## src/rtl/dfp_pkg.sv

```systemverilog
// rtl/dfp_pkg.sv - shared types and helpers for the BCD significand normalizer
// Purpose: FSM state encoding, BCD digit type, digit-count helper.
// Ports: none (package).
package dfp_pkg;

  typedef enum logic [1:0] {
    IDLE  = 2'd0,
    SHIFT = 2'd1,
    DONE  = 2'd2
  } state_t;

  typedef logic [3:0] bcd_digit_t;

  // Significand digit count: three digits per declet plus the leading digit.
  function automatic int dfp_digits(input int n);
    return 3 * n + 1;
  endfunction

endpackage

```

## src/rtl/dfp_bcd_normalize_if.sv

```systemverilog
// rtl/dfp_bcd_normalize_if.sv - operand-in / result-out handshake bundle
// Purpose: groups the input operand and output result handshakes.
// Ports: i_valid/i_ready/i_sign/i_exp/i_sig (operand), o_valid/o_ready/o_sign/o_exp/o_sig/
//        o_lzc/o_zero/o_sub (result). master = producer/consumer side, slave = normalizer.
interface dfp_bcd_normalize_if
  import dfp_pkg::*;
#(
  parameter int N    = 11,
  parameter int EXPW = 14
);
  localparam int D  = dfp_digits(N);
  localparam int LW = $clog2(D + 1);

  logic            i_valid;
  logic            i_ready;
  logic            i_sign;
  logic [EXPW-1:0] i_exp;
  logic [4*D-1:0]  i_sig;
  logic            o_valid;
  logic            o_ready;
  logic            o_sign;
  logic [EXPW-1:0] o_exp;
  logic [4*D-1:0]  o_sig;
  logic [LW-1:0]   o_lzc;
  logic            o_zero;
  logic            o_sub;

  modport master (
    output i_valid, i_sign, i_exp, i_sig, o_ready,
    input  i_ready, o_valid, o_sign, o_exp, o_sig, o_lzc, o_zero, o_sub
  );

  modport slave (
    input  i_valid, i_sign, i_exp, i_sig, o_ready,
    output i_ready, o_valid, o_sign, o_exp, o_sig, o_lzc, o_zero, o_sub
  );

endinterface

```

## src/rtl/dfp_bcd_lzd.sv

```systemverilog
// rtl/dfp_bcd_lzd.sv - leading zero digit count over a STEP-digit window
// Purpose: combinational count of leading zero BCD digits, saturating at STEP.
// Ports: window (in, 4*STEP bits, most significant digit at the top), count (out).
module dfp_bcd_lzd
  import dfp_pkg::*;
#(
  parameter int STEP = 1,
  parameter int KW   = $clog2(STEP + 1)
) (
  input  logic [4*STEP-1:0] window,
  output logic [KW-1:0]     count
);

  bcd_digit_t digit;
  logic       found;

  // Any nonzero nibble stops the count; digits above 9 are not filtered.
  always_comb begin
    count = KW'(STEP);
    found = 1'b0;
    digit = '0;
    for (int i = 0; i < STEP; i++) begin
      digit = window[4*(STEP-1-i) +: 4];
      if (!found && (digit != 4'd0)) begin
        count = KW'(i);
        found = 1'b1;
      end
    end
  end

endmodule

```

## src/rtl/dfp_bcd_normalize.sv

```systemverilog
// rtl/dfp_bcd_normalize.sv - iterative left-normalizer for decoded BCD significands
// Purpose: shifts out leading zero digits (up to STEP per cycle), decrementing the biased
//          exponent, until the MSD is nonzero or the exponent reaches 0.
// Ports: clk, rst (sync active-high), bus (slave side of dfp_bcd_normalize_if).
module dfp_bcd_normalize
  import dfp_pkg::*;
#(
  parameter int N    = 11,
  parameter int EXPW = 14,
  parameter int STEP = 1
) (
  input  logic               clk,
  input  logic               rst,
  dfp_bcd_normalize_if.slave bus
);

  localparam int D  = dfp_digits(N);
  localparam int SW = 4 * D;
  localparam int LW = $clog2(D + 1);
  localparam int KW = $clog2(STEP + 1);

  state_t          state_q, state_d;
  logic            sign_q, sign_d;
  logic [EXPW-1:0] exp_q, exp_d;
  logic [SW-1:0]   sig_q, sig_d;
  logic [LW-1:0]   lzc_q, lzc_d;
  logic            zero_q, zero_d;
  logic            sub_q, sub_d;
  logic            first_q, first_d;
  logic [KW-1:0]   k_raw;
  logic [KW-1:0]   k;
  logic            accept;

  dfp_bcd_lzd #(.STEP(STEP), .KW(KW)) u_lzd (
    .window (sig_q[SW-1 -: 4*STEP]),
    .count  (k_raw)
  );

  // Never shift more digits than the exponent can absorb.
  assign k = (EXPW'(k_raw) > exp_q) ? KW'(exp_q) : k_raw;

  assign bus.i_ready = (state_q == IDLE) && !rst;
  assign accept      = bus.i_valid && bus.i_ready;

  assign bus.o_valid = (state_q == DONE);
  assign bus.o_sign  = sign_q;
  assign bus.o_exp   = exp_q;
  assign bus.o_sig   = sig_q;
  assign bus.o_lzc   = lzc_q;
  assign bus.o_zero  = zero_q;
  assign bus.o_sub   = sub_q;

  always_comb begin
    state_d = state_q;
    sign_d  = sign_q;
    exp_d   = exp_q;
    sig_d   = sig_q;
    lzc_d   = lzc_q;
    zero_d  = zero_q;
    sub_d   = sub_q;
    first_d = first_q;
    case (state_q)
      IDLE: begin
        if (accept) begin
          state_d = SHIFT;
          sign_d  = bus.i_sign;
          exp_d   = bus.i_exp;
          sig_d   = bus.i_sig;
          lzc_d   = '0;
          zero_d  = 1'b0;
          sub_d   = 1'b0;
          first_d = 1'b1;
        end
      end
      SHIFT: begin
        first_d = 1'b0;
        // Zero detection only on entry: shifting never removes a nonzero digit.
        if (first_q && (sig_q == '0)) begin
          zero_d  = 1'b1;
          lzc_d   = LW'(D);
          state_d = DONE;
        end else if (k == '0) begin
          sub_d   = (exp_q == '0) && (sig_q[SW-1 -: 4] == 4'd0);
          state_d = DONE;
        end else begin
          sig_d = sig_q << {k, 2'b00};
          exp_d = exp_q - EXPW'(k);
          lzc_d = lzc_q + LW'(k);
        end
      end
      DONE: begin
        if (bus.o_ready) begin
          state_d = IDLE;
        end
      end
      default: state_d = IDLE;
    endcase
  end

  always_ff @(posedge clk) begin
    if (rst) begin
      state_q <= IDLE;
      sign_q  <= 1'b0;
      exp_q   <= '0;
      sig_q   <= '0;
      lzc_q   <= '0;
      zero_q  <= 1'b0;
      sub_q   <= 1'b0;
      first_q <= 1'b0;
    end else begin
      state_q <= state_d;
      sign_q  <= sign_d;
      exp_q   <= exp_d;
      sig_q   <= sig_d;
      lzc_q   <= lzc_d;
      zero_q  <= zero_d;
      sub_q   <= sub_d;
      first_q <= first_d;
    end
  end

endmodule

```

## src/flat_wrapper.sv

```systemverilog
// flat-port wrapper written by rule: the top's interface ports become plain ports
module dfp_bcd_normalize_flat import dfp_pkg::*;
#(
  parameter int N    = 11,
  parameter int EXPW = 14,
  parameter int STEP = 1
)
  (clk, rst, bus_i_valid, bus_i_sign, bus_i_exp, bus_i_sig, bus_o_ready, bus_i_ready, bus_o_valid, bus_o_sign, bus_o_exp, bus_o_sig, bus_o_lzc, bus_o_zero, bus_o_sub);
  dfp_bcd_normalize_if #(.N(N), .EXPW(EXPW)) bus_i ();
  input  logic clk;
  input  logic rst;
  input wire logic [$bits(bus_i.i_valid)-1:0] bus_i_valid;
  input wire logic [$bits(bus_i.i_sign)-1:0] bus_i_sign;
  input wire logic [$bits(bus_i.i_exp)-1:0] bus_i_exp;
  input wire logic [$bits(bus_i.i_sig)-1:0] bus_i_sig;
  input wire logic [$bits(bus_i.o_ready)-1:0] bus_o_ready;
  output wire logic [$bits(bus_i.i_ready)-1:0] bus_i_ready;
  output wire logic [$bits(bus_i.o_valid)-1:0] bus_o_valid;
  output wire logic [$bits(bus_i.o_sign)-1:0] bus_o_sign;
  output wire logic [$bits(bus_i.o_exp)-1:0] bus_o_exp;
  output wire logic [$bits(bus_i.o_sig)-1:0] bus_o_sig;
  output wire logic [$bits(bus_i.o_lzc)-1:0] bus_o_lzc;
  output wire logic [$bits(bus_i.o_zero)-1:0] bus_o_zero;
  output wire logic [$bits(bus_i.o_sub)-1:0] bus_o_sub;
  assign bus_i.i_valid = bus_i_valid;
  assign bus_i.i_sign = bus_i_sign;
  assign bus_i.i_exp = bus_i_exp;
  assign bus_i.i_sig = bus_i_sig;
  assign bus_i.o_ready = bus_o_ready;
  assign bus_i_ready = bus_i.i_ready;
  assign bus_o_valid = bus_i.o_valid;
  assign bus_o_sign = bus_i.o_sign;
  assign bus_o_exp = bus_i.o_exp;
  assign bus_o_sig = bus_i.o_sig;
  assign bus_o_lzc = bus_i.o_lzc;
  assign bus_o_zero = bus_i.o_zero;
  assign bus_o_sub = bus_i.o_sub;
  dfp_bcd_normalize #(.N(N), .EXPW(EXPW), .STEP(STEP)) u_core (.clk(clk), .rst(rst), .bus(bus_i));
endmodule
```

## config.mk

```make
export PLATFORM = sky130hd
export DESIGN_NAME = dfp_bcd_normalize_flat
export DESIGN_NICKNAME = d
export VERILOG_FILES = /design/src/rtl/dfp_pkg.sv /design/src/rtl/dfp_bcd_normalize_if.sv /design/src/rtl/dfp_bcd_lzd.sv /design/src/rtl/dfp_bcd_normalize.sv /design/src/flat_wrapper.sv
export SDC_FILE = /design/constraint.sdc
export NUM_CORES = 1
export LEC_CHECK = 0
export CELL_PAD_IN_SITES_DETAIL_PLACEMENT = 2
export CELL_PAD_IN_SITES_GLOBAL_PLACEMENT = 2
export CORE_ASPECT_RATIO = 2
export CORE_MARGIN = 3
export CORE_UTILIZATION = 21
export CTS_CLUSTER_SIZE = 16
export DETAILED_ROUTE_END_ITERATION = 16
export HOLD_SLACK_MARGIN = 0.1
export PLACE_DENSITY_LB_ADDON = 0.1
export SYNTH_ARGS = -nofsm -noshare
export SYNTH_HDL_FRONTEND = slang
export SYNTH_SLANG_ARGS = --single-unit
```

## constraint.sdc

```tcl
create_clock -name clk -period 3.4 [get_ports clk]
set_input_delay 0.34 -clock clk [delete_from_list [all_inputs] [get_ports clk]]
set_output_delay 0.34 -clock clk [all_outputs]
set_load 0.05 [all_outputs]
```

## Word-level counts from Yosys, hierarchy flattened

Cells that the tools add are included.

| word-level totals | value |
|---|---|
| register bits | 162 |
| input port bits | 155 |
| output and inout port bits | 161 |
| logic and storage cells | 67 |

| operators by class | value |
|---|---|
| add/sub/neg operators | 2 |
| $lt $le $gt $ge | 1 |
| equality and inequality tests | 10 |
| shift-type cells | 1 |
| mux-type cells | 27 |
| reductions and logical operators | 18 |

Operators with widths:

| operator | count |
|---|---|
| $mux 136 | 3 |
| $pmux 136 s2 | 1 |
| $logic_not 136->1 | 1 |
| $shl 136x3->136 | 1 |
| $mux 14 | 3 |
| $pmux 14 s2 | 1 |
| $mux 6 | 3 |
| $gt 1x14->1 | 1 |
| $logic_not 14->1 | 1 |
| $sub 14x1->14 | 1 |
| $pmux 6 s2 | 1 |
| $reduce_and 3->1 | 3 |
| $mux 2 | 4 |
| $reduce_and 4->1 | 2 |
| $mux 1 | 7 |
| $add 6x1->6 | 1 |
| $ne 2x1->1 const B | 3 |
| $ne 2x2->1 const B | 3 |
| $pmux 1 s2 | 3 |
| $pmux 2 s3 | 1 |
| $logic_and 1x1->1 | 4 |
| $logic_not 4->1 | 1 |
| $reduce_and 2->1 | 2 |
| $reduce_bool 4->1 | 1 |
| other kinds (7) | 7 |

## Depth between registers and ports, before layout

Gate-level depths: netlist of the first run.

| logic depth | value |
|---|---|
| depth after elaboration | 8 |
| depth in mapped cells | 15 |
| gate-level depth less buffers | 14 |

## Hierarchy

Synthesis of the first run repeated with hierarchy kept, for this count alone.

| unflattened totals | value |
|---|---|
| cell total of the unflattened synthesis | 1313 |
| area total of the unflattened synthesis | 9728.1 um2 |

Modules (own cells, without submodules):

| module | times used | cells each | area an instance (um2) | seq. area each (um2) |
|---|---|---|---|---|
| dfp_bcd_normalize | 1 | 1312 | 9715.6 | 3243.1 |
| dfp_bcd_lzd | 1 | 1 | 12.5 | 0.0 |

## Worst setup path before layout of the first run

No wires, ideal clock.

| timing | value |
|---|---|
| kind | register to register |
| from | reg u_core.sig_q[135] (netlist: u_core.bus.o_sig[135]) |
| to | reg u_core.exp_q[11] (netlist: u_core.bus.o_exp[11]) |
| setup time | 0.086 ns |
| data arrival time | 3.828 ns |
| required time | 3.314 ns |
| setup slack | -0.513 ns |
| stages on the path, launching flop included | 15 |
| buffers on the path | 1 |
| period minus slack after synthesis | 3.913 ns |
| cell sequence | dfxtp_1 > nor4_1 > inv_1 > ha_1 > nor4_2 > mux2i_1 > inv_2 > clkbuf_1 > ha_1 > or3b_2 > nor4_1 > nand2_1 > o21ai_0 > a21oi_1 > a211oi_1 |

| on the way | value |
|---|---|
| word-level cells in the longest chain between the ends | 8 |
| elaborated cells between the ends (all ways) | 13 |
| those cells by class | 1 x add/sub; 1 x order compare; 2 x eq/ne; 5 x mux; 4 x reduce/logical |

RTL lines:

| element | RTL line | RTL |
|---|---|---|
| start, declared | dfp_bcd_normalize.sv:25 | `logic [SW-1:0] sig_q, sig_d;` |
| start signal, assigned | dfp_bcd_normalize.sv:114 | `sig_q <= sig_d;` |
| $reduce_bool 4->1 | dfp_bcd_lzd.sv:24 | `if (!found && (digit != 4'd0)) begin` |
| $mux 1 | dfp_bcd_lzd.sv:24 |  |
| $gt 1x14->1 | dfp_bcd_normalize.sv:40 | `assign k = (EXPW'(k_raw) > exp_q) ? KW'(exp_q) : k_raw;` |
| $mux 1 | dfp_bcd_normalize.sv:40 |  |
| $sub 14x1->14 | dfp_bcd_normalize.sv:87 | `exp_d = exp_q - EXPW'(k);` |
| $mux 14 | dfp_bcd_normalize.sv:82 | `end else if (k == '0) begin` |
| $mux 14 | dfp_bcd_normalize.sv:78 | `if (first_q && (sig_q == '0)) begin` |
| $pmux 14 s2 | dfp_bcd_normalize.sv:62 | `case (state_q)` |
| end signal, assigned | dfp_bcd_normalize.sv:113 | `exp_q <= exp_d;` |
| end, declared | dfp_bcd_normalize.sv:24 | `logic [EXPW-1:0] exp_q, exp_d;` |

Several ways; a longest one is shown, not always the timed one. The select of a mux whose other input is x is not followed.
A chain may end at the register's enable or synchronous reset.

## Worst setup path in the final report of the first run

| timing | value |
|---|---|
| from | reg u_core.sig_q[132] (netlist: u_core.bus.o_sig[132]) |
| to | reg u_core.lzc_q[4] (netlist: u_core.bus.o_lzc[4]) |

| on the way | value |
|---|---|
| word-level cells in the longest chain between the ends | 8 |
| elaborated cells between the ends (all ways) | 12 |
| those cells by class | 1 x add/sub; 1 x order compare; 1 x eq/ne; 5 x mux; 4 x reduce/logical |

RTL lines:

| element | RTL line | RTL |
|---|---|---|
| $reduce_bool 4->1 | dfp_bcd_lzd.sv:24 |  |
| $mux 1 | dfp_bcd_lzd.sv:24 |  |
| $gt 1x14->1 | dfp_bcd_normalize.sv:40 |  |
| $mux 1 | dfp_bcd_normalize.sv:40 |  |
| $add 6x1->6 | dfp_bcd_normalize.sv:88 | `lzc_d = lzc_q + LW'(k);` |
| $mux 6 | dfp_bcd_normalize.sv:82 |  |
| $mux 6 | dfp_bcd_normalize.sv:78 |  |
| $pmux 6 s2 | dfp_bcd_normalize.sv:62 |  |
| end signal, assigned | dfp_bcd_normalize.sv:115 | `lzc_q <= lzc_d;` |
| end, declared | dfp_bcd_normalize.sv:26 | `logic [LW-1:0] lzc_q, lzc_d;` |

Several ways; a longest one is shown, not always the timed one. The select of a mux whose other input is x is not followed.

==> out/qor.tcl, run 1 <==
set qor(outcome) {finished clean}
set qor(p_total_mw) 7.56
set qor(setup-violations-final) 0
set qor(required_ps) 3770
set qor(dieWidth_microns) 143
set qor(number_of_global_route_vias_before_repair) 9982
set qor(totalNegativeSetupSlack_ps) 0
set qor(largest_net_degree_at_the_start_of_global_routing) 171
set qor(cts_setup_buffers) 0
set qor(io_pins) 316
set qor(start_util_pct) 21.4
set qor(global_placement_routability_congestion) 0.765
set qor(mostFrequentLayoutCell) {sky130_fd_sc_hd__clkdlybuf4s50_1}
set qor(finalMaxSlewViolations) 0
set qor(cts_hold_repair.buffers) 0
set qor(post-route-util_pct) 33.3
set qor(grt_setup_unrepaired) {false}
set qor(vdd.ir_drop.worst_uv) 356
set qor(instances_no_fill) 1749
set qor(filler_cell_count) 4205
set qor(syn-instance-count) 1013
set qor(postSynthAreaPerCell_sq_um) 7.74
set qor(number_of_enable_type_register_cells_in_the_synthesized_netlist) 0
set qor(routed_wire_per_std_cell_microns) 24.5
set qor(min_period_ps) 3170
set qor(ys_types) 47
set qor(post-route-drc-count) 0
set qor(post_cts_resize_count) 0
set qor(setup.worst_path.class) {flip-flop to flip-flop}
set qor(initial_drt_pass_iterations) 4
set qor(dieArea_sq_um) 39800
set qor(power.static_leakage_nw) 4.27
set qor(numPortBuffers) 315
set qor(cts.reportedPaths.clkPinSlew_ps) 70
set qor(share_of_the_clock_period_used_by_the_worst_path_after_layout_pct) 93.3
set qor(routed_via_density) 5.21
set qor(finalHoldViolations) 0
set qor(clk_root_buffer_cell) {sky130_fd_sc_hd__clkbuf_16}
set qor(drv.max_cap_violation_count) 0
set qor(drt.antenna.violating_nets) 0
set qor(cts.sinks) 162
set qor(grt_overflow) 0
set qor(cts_tree) {done}
set qor(wirelength_microns) 42800
set qor(maxClockFrequency_mhz) 315
set qor(dpl.cell_count) 1717
set qor(cts_max_path_buffers) 2
set qor(cpPeakStageDelay_ps) 350
set qor(timing.critical_path.mode_cell) {sky130_fd_sc_hd__ha_1}
set qor(postSynth.asyncResetShare_pct) 0
set qor(powerDensity_nw_per_um2) 619
set qor(timing.hold.worst.class) {input port to flip-flop}
set qor(antenna_found_initial) 3
set qor(cts-buffers-inserted) 17
set qor(detail_route.iter0.violations) 374
set qor(layout.nets) 1442
set qor(cts_htree_levels) 4
set qor(finalClockSkew_ps) 11.4
set qor(ys_dominant_reg_cell) {sky130_fd_sc_hd__dfxtp_1}
set qor(postSynthNetCount) 1173
set qor(max_slew_margin_vs_limit_pct) 39.3
set qor(cp.arrival_ps) 3540
set qor(crit_slowest_cell) {sky130_fd_sc_hd__dfxtp_4}
set qor(mappedNetlistArea_sq_um) 7840
set qor(ys.warnings.count) 0
set qor(synth_seq_cells) 162
set qor(timing.critical_path.to_type) {flip-flop}
set qor(critical_path_peak_fanout) 22
set qor(grt_first_pass_wirelength_microns) 63400
set qor(layout-area-overhead-vs-synth_pct) 55.7
set qor(mostFrequentLayoutCells) {314 x sky130_fd_sc_hd__clkdlybuf4s50_1, 158 x sky130_fd_sc_hd__dfxtp_1, 156 x sky130_fd_sc_hd__nand2_1, 146 x sky130_fd_sc_hd__nor2_1, 142 x sky130_fd_sc_hd__nand3_1}
set qor(portion_of_the_post_synthesis_area_used_by_sequential_elements_pct) 41.4
set qor(coreArea_sq_um) 36700
set qor(vias) 9121
set qor(dpl.hpwl_microns) 30900
set qor(combined_global_route_utilization_of_all_metal_layers_pct) 21.0
set qor(worst_setup_path_start_kind) {flip-flop}
set qor(max_slew.worst_pin.slew_ps) 911
set qor(timing.critical_path.cells) {nor4_4 -> inv_1 -> ha_1 -> nor4_4 -> mux2i_2 -> inv_4 -> buf_4 -> ha_1 -> ha_1 -> and3_1 -> a21boi_0 -> o21ai_0 -> a21oi_1}
set qor(worstSkewPairLatency_ps) 440
set qor(core.rowCount) 99
set qor(share_of_layout_cells_above_drive_strength_1_pct) 7.35
set qor(height_of_the_chip_microns) 279
[report_power, final]
part	total (mW)	switching [mW]	leakage, nW	internal, mW
Sequential	2.48	0.338	1.34	2.15
Combinational	3.12	2.06	2.65	1.06
Clock	1.96	0.843	0.280	1.11
[synthesized netlist by cell type, types with 6 or more instances]
cell type	instances	area [sq um]
sky130_fd_sc_hd__clkbuf_1	72	270
sky130_fd_sc_hd__a21oi_1	25	125
sky130_fd_sc_hd__nor4_1	38	238
sky130_fd_sc_hd__o21ai_0	21	105
sky130_fd_sc_hd__a311oi_2	10	150
sky130_fd_sc_hd__dfxtp_1	162	3240
sky130_fd_sc_hd__nand2b_1	8	50.1
sky130_fd_sc_hd__nand2_1	157	589
sky130_fd_sc_hd__nor3_1	11	55.1
sky130_fd_sc_hd__buf_2	29	145
sky130_fd_sc_hd__nand4_1	8	50.1
sky130_fd_sc_hd__nand3_1	142	711
sky130_fd_sc_hd__nor2_1	146	548
sky130_fd_sc_hd__a211oi_1	6	45.0
sky130_fd_sc_hd__a311oi_1	122	1070
[per-layer routing]
layer	vias to the layer above	global-route usage, %	share of wire, %
li1	4274	-	-
met2	240	40.6	56
met1	4564	21.4	36
met3	41	5.09	5.1
met5	-	0	0.047
met4	2	6.83	2.3
[layout make-up]
cell class | instances | area (sq um) | area share (%)
tap | 454 | 568 | 4.65
antenna | 2 | 5.00 | 0.0410
sequential | 162 | 3250 | 26.6
clock buffer | 20 | 458 | 3.75
timing repair buffer | 354 | 3580 | 29.4
clock inverter | 10 | 110 | 0.902
multi-input combinational | 741 | 4210 | 34.5
inverter | 6 | 25.0 | 0.205
[final timing paths]
kind	start	end	slack [ps]	cells after the start
max	u_core.bus.o_sig[132]	u_core.bus.o_lzc[4]	230	13
min	rst	u_core.first_q	410	4
max reg2reg	u_core.bus.o_sig[132]	u_core.bus.o_lzc[4]	230	13
min reg2reg	u_core.first_q	u_core.first_q	480	2
[registers in the layout, indices dropped and copies added, names as in the netlist]
name,flops
u_core.bus.o_sig,136
u_core.bus.o_exp,14
u_core.bus.o_lzc,6
u_core.state_q,2
u_core.bus.o_sign,1
u_core.bus.o_sub,1
u_core.bus.o_zero,1
u_core.first_q,1
[critical path, delay by kind of cell, from the launching register on]
family / cells / cell delay (ps)
compound gates: 3 / 430
fa+ha+maj: 3 / 800
buf+inv: 3 / 350
flops: 1 / 350
mux: 1 / 330
simple gates: 3 / 790
[cells by family (layout without fill, tap and decap cells)]
group / Yosys count / count (layout) / synth area share (%)
mux: 1 / 1 / 0.128
simple gates: 529 / 529 / 30.5
compound gates: 205 / 205 / 21.2
flops: 162 / 162 / 41.4
other cells: 0 / 2 / 0
xor+xnor: 1 / 1 / 0.112
fa+ha+maj: 5 / 5 / 0.798
buf+inv: 110 / 390 / 5.92
[per-stage QoR]
step                      hold WS, ps  area (sq um)  setup WS (ps)
after detailed placement          473         11600           77.2
after global placement            463         11600            190
after global routing              464         12200           21.2
final                             414         12200            227
after CTS                         415         12200           73.8
after floorplan                   445          7880           5.15
Power figures use the tool's default switching activity.
==> run 2, diff against run 1 <==
--- a/config.mk
+++ b/config.mk
@@ -10,7 +10,7 @@
 export CORE_ASPECT_RATIO = 2
 export CORE_MARGIN = 3
 export CORE_UTILIZATION = 21
-export CTS_CLUSTER_SIZE = 16
+export CTS_CLUSTER_SIZE = 14
 export DETAILED_ROUTE_END_ITERATION = 16
 export HOLD_SLACK_MARGIN = 0.1
 export PLACE_DENSITY_LB_ADDON = 0.1
==> results of run 2 <==
Same layout as run 1: the final DEF is identical, and so are final timing and power.
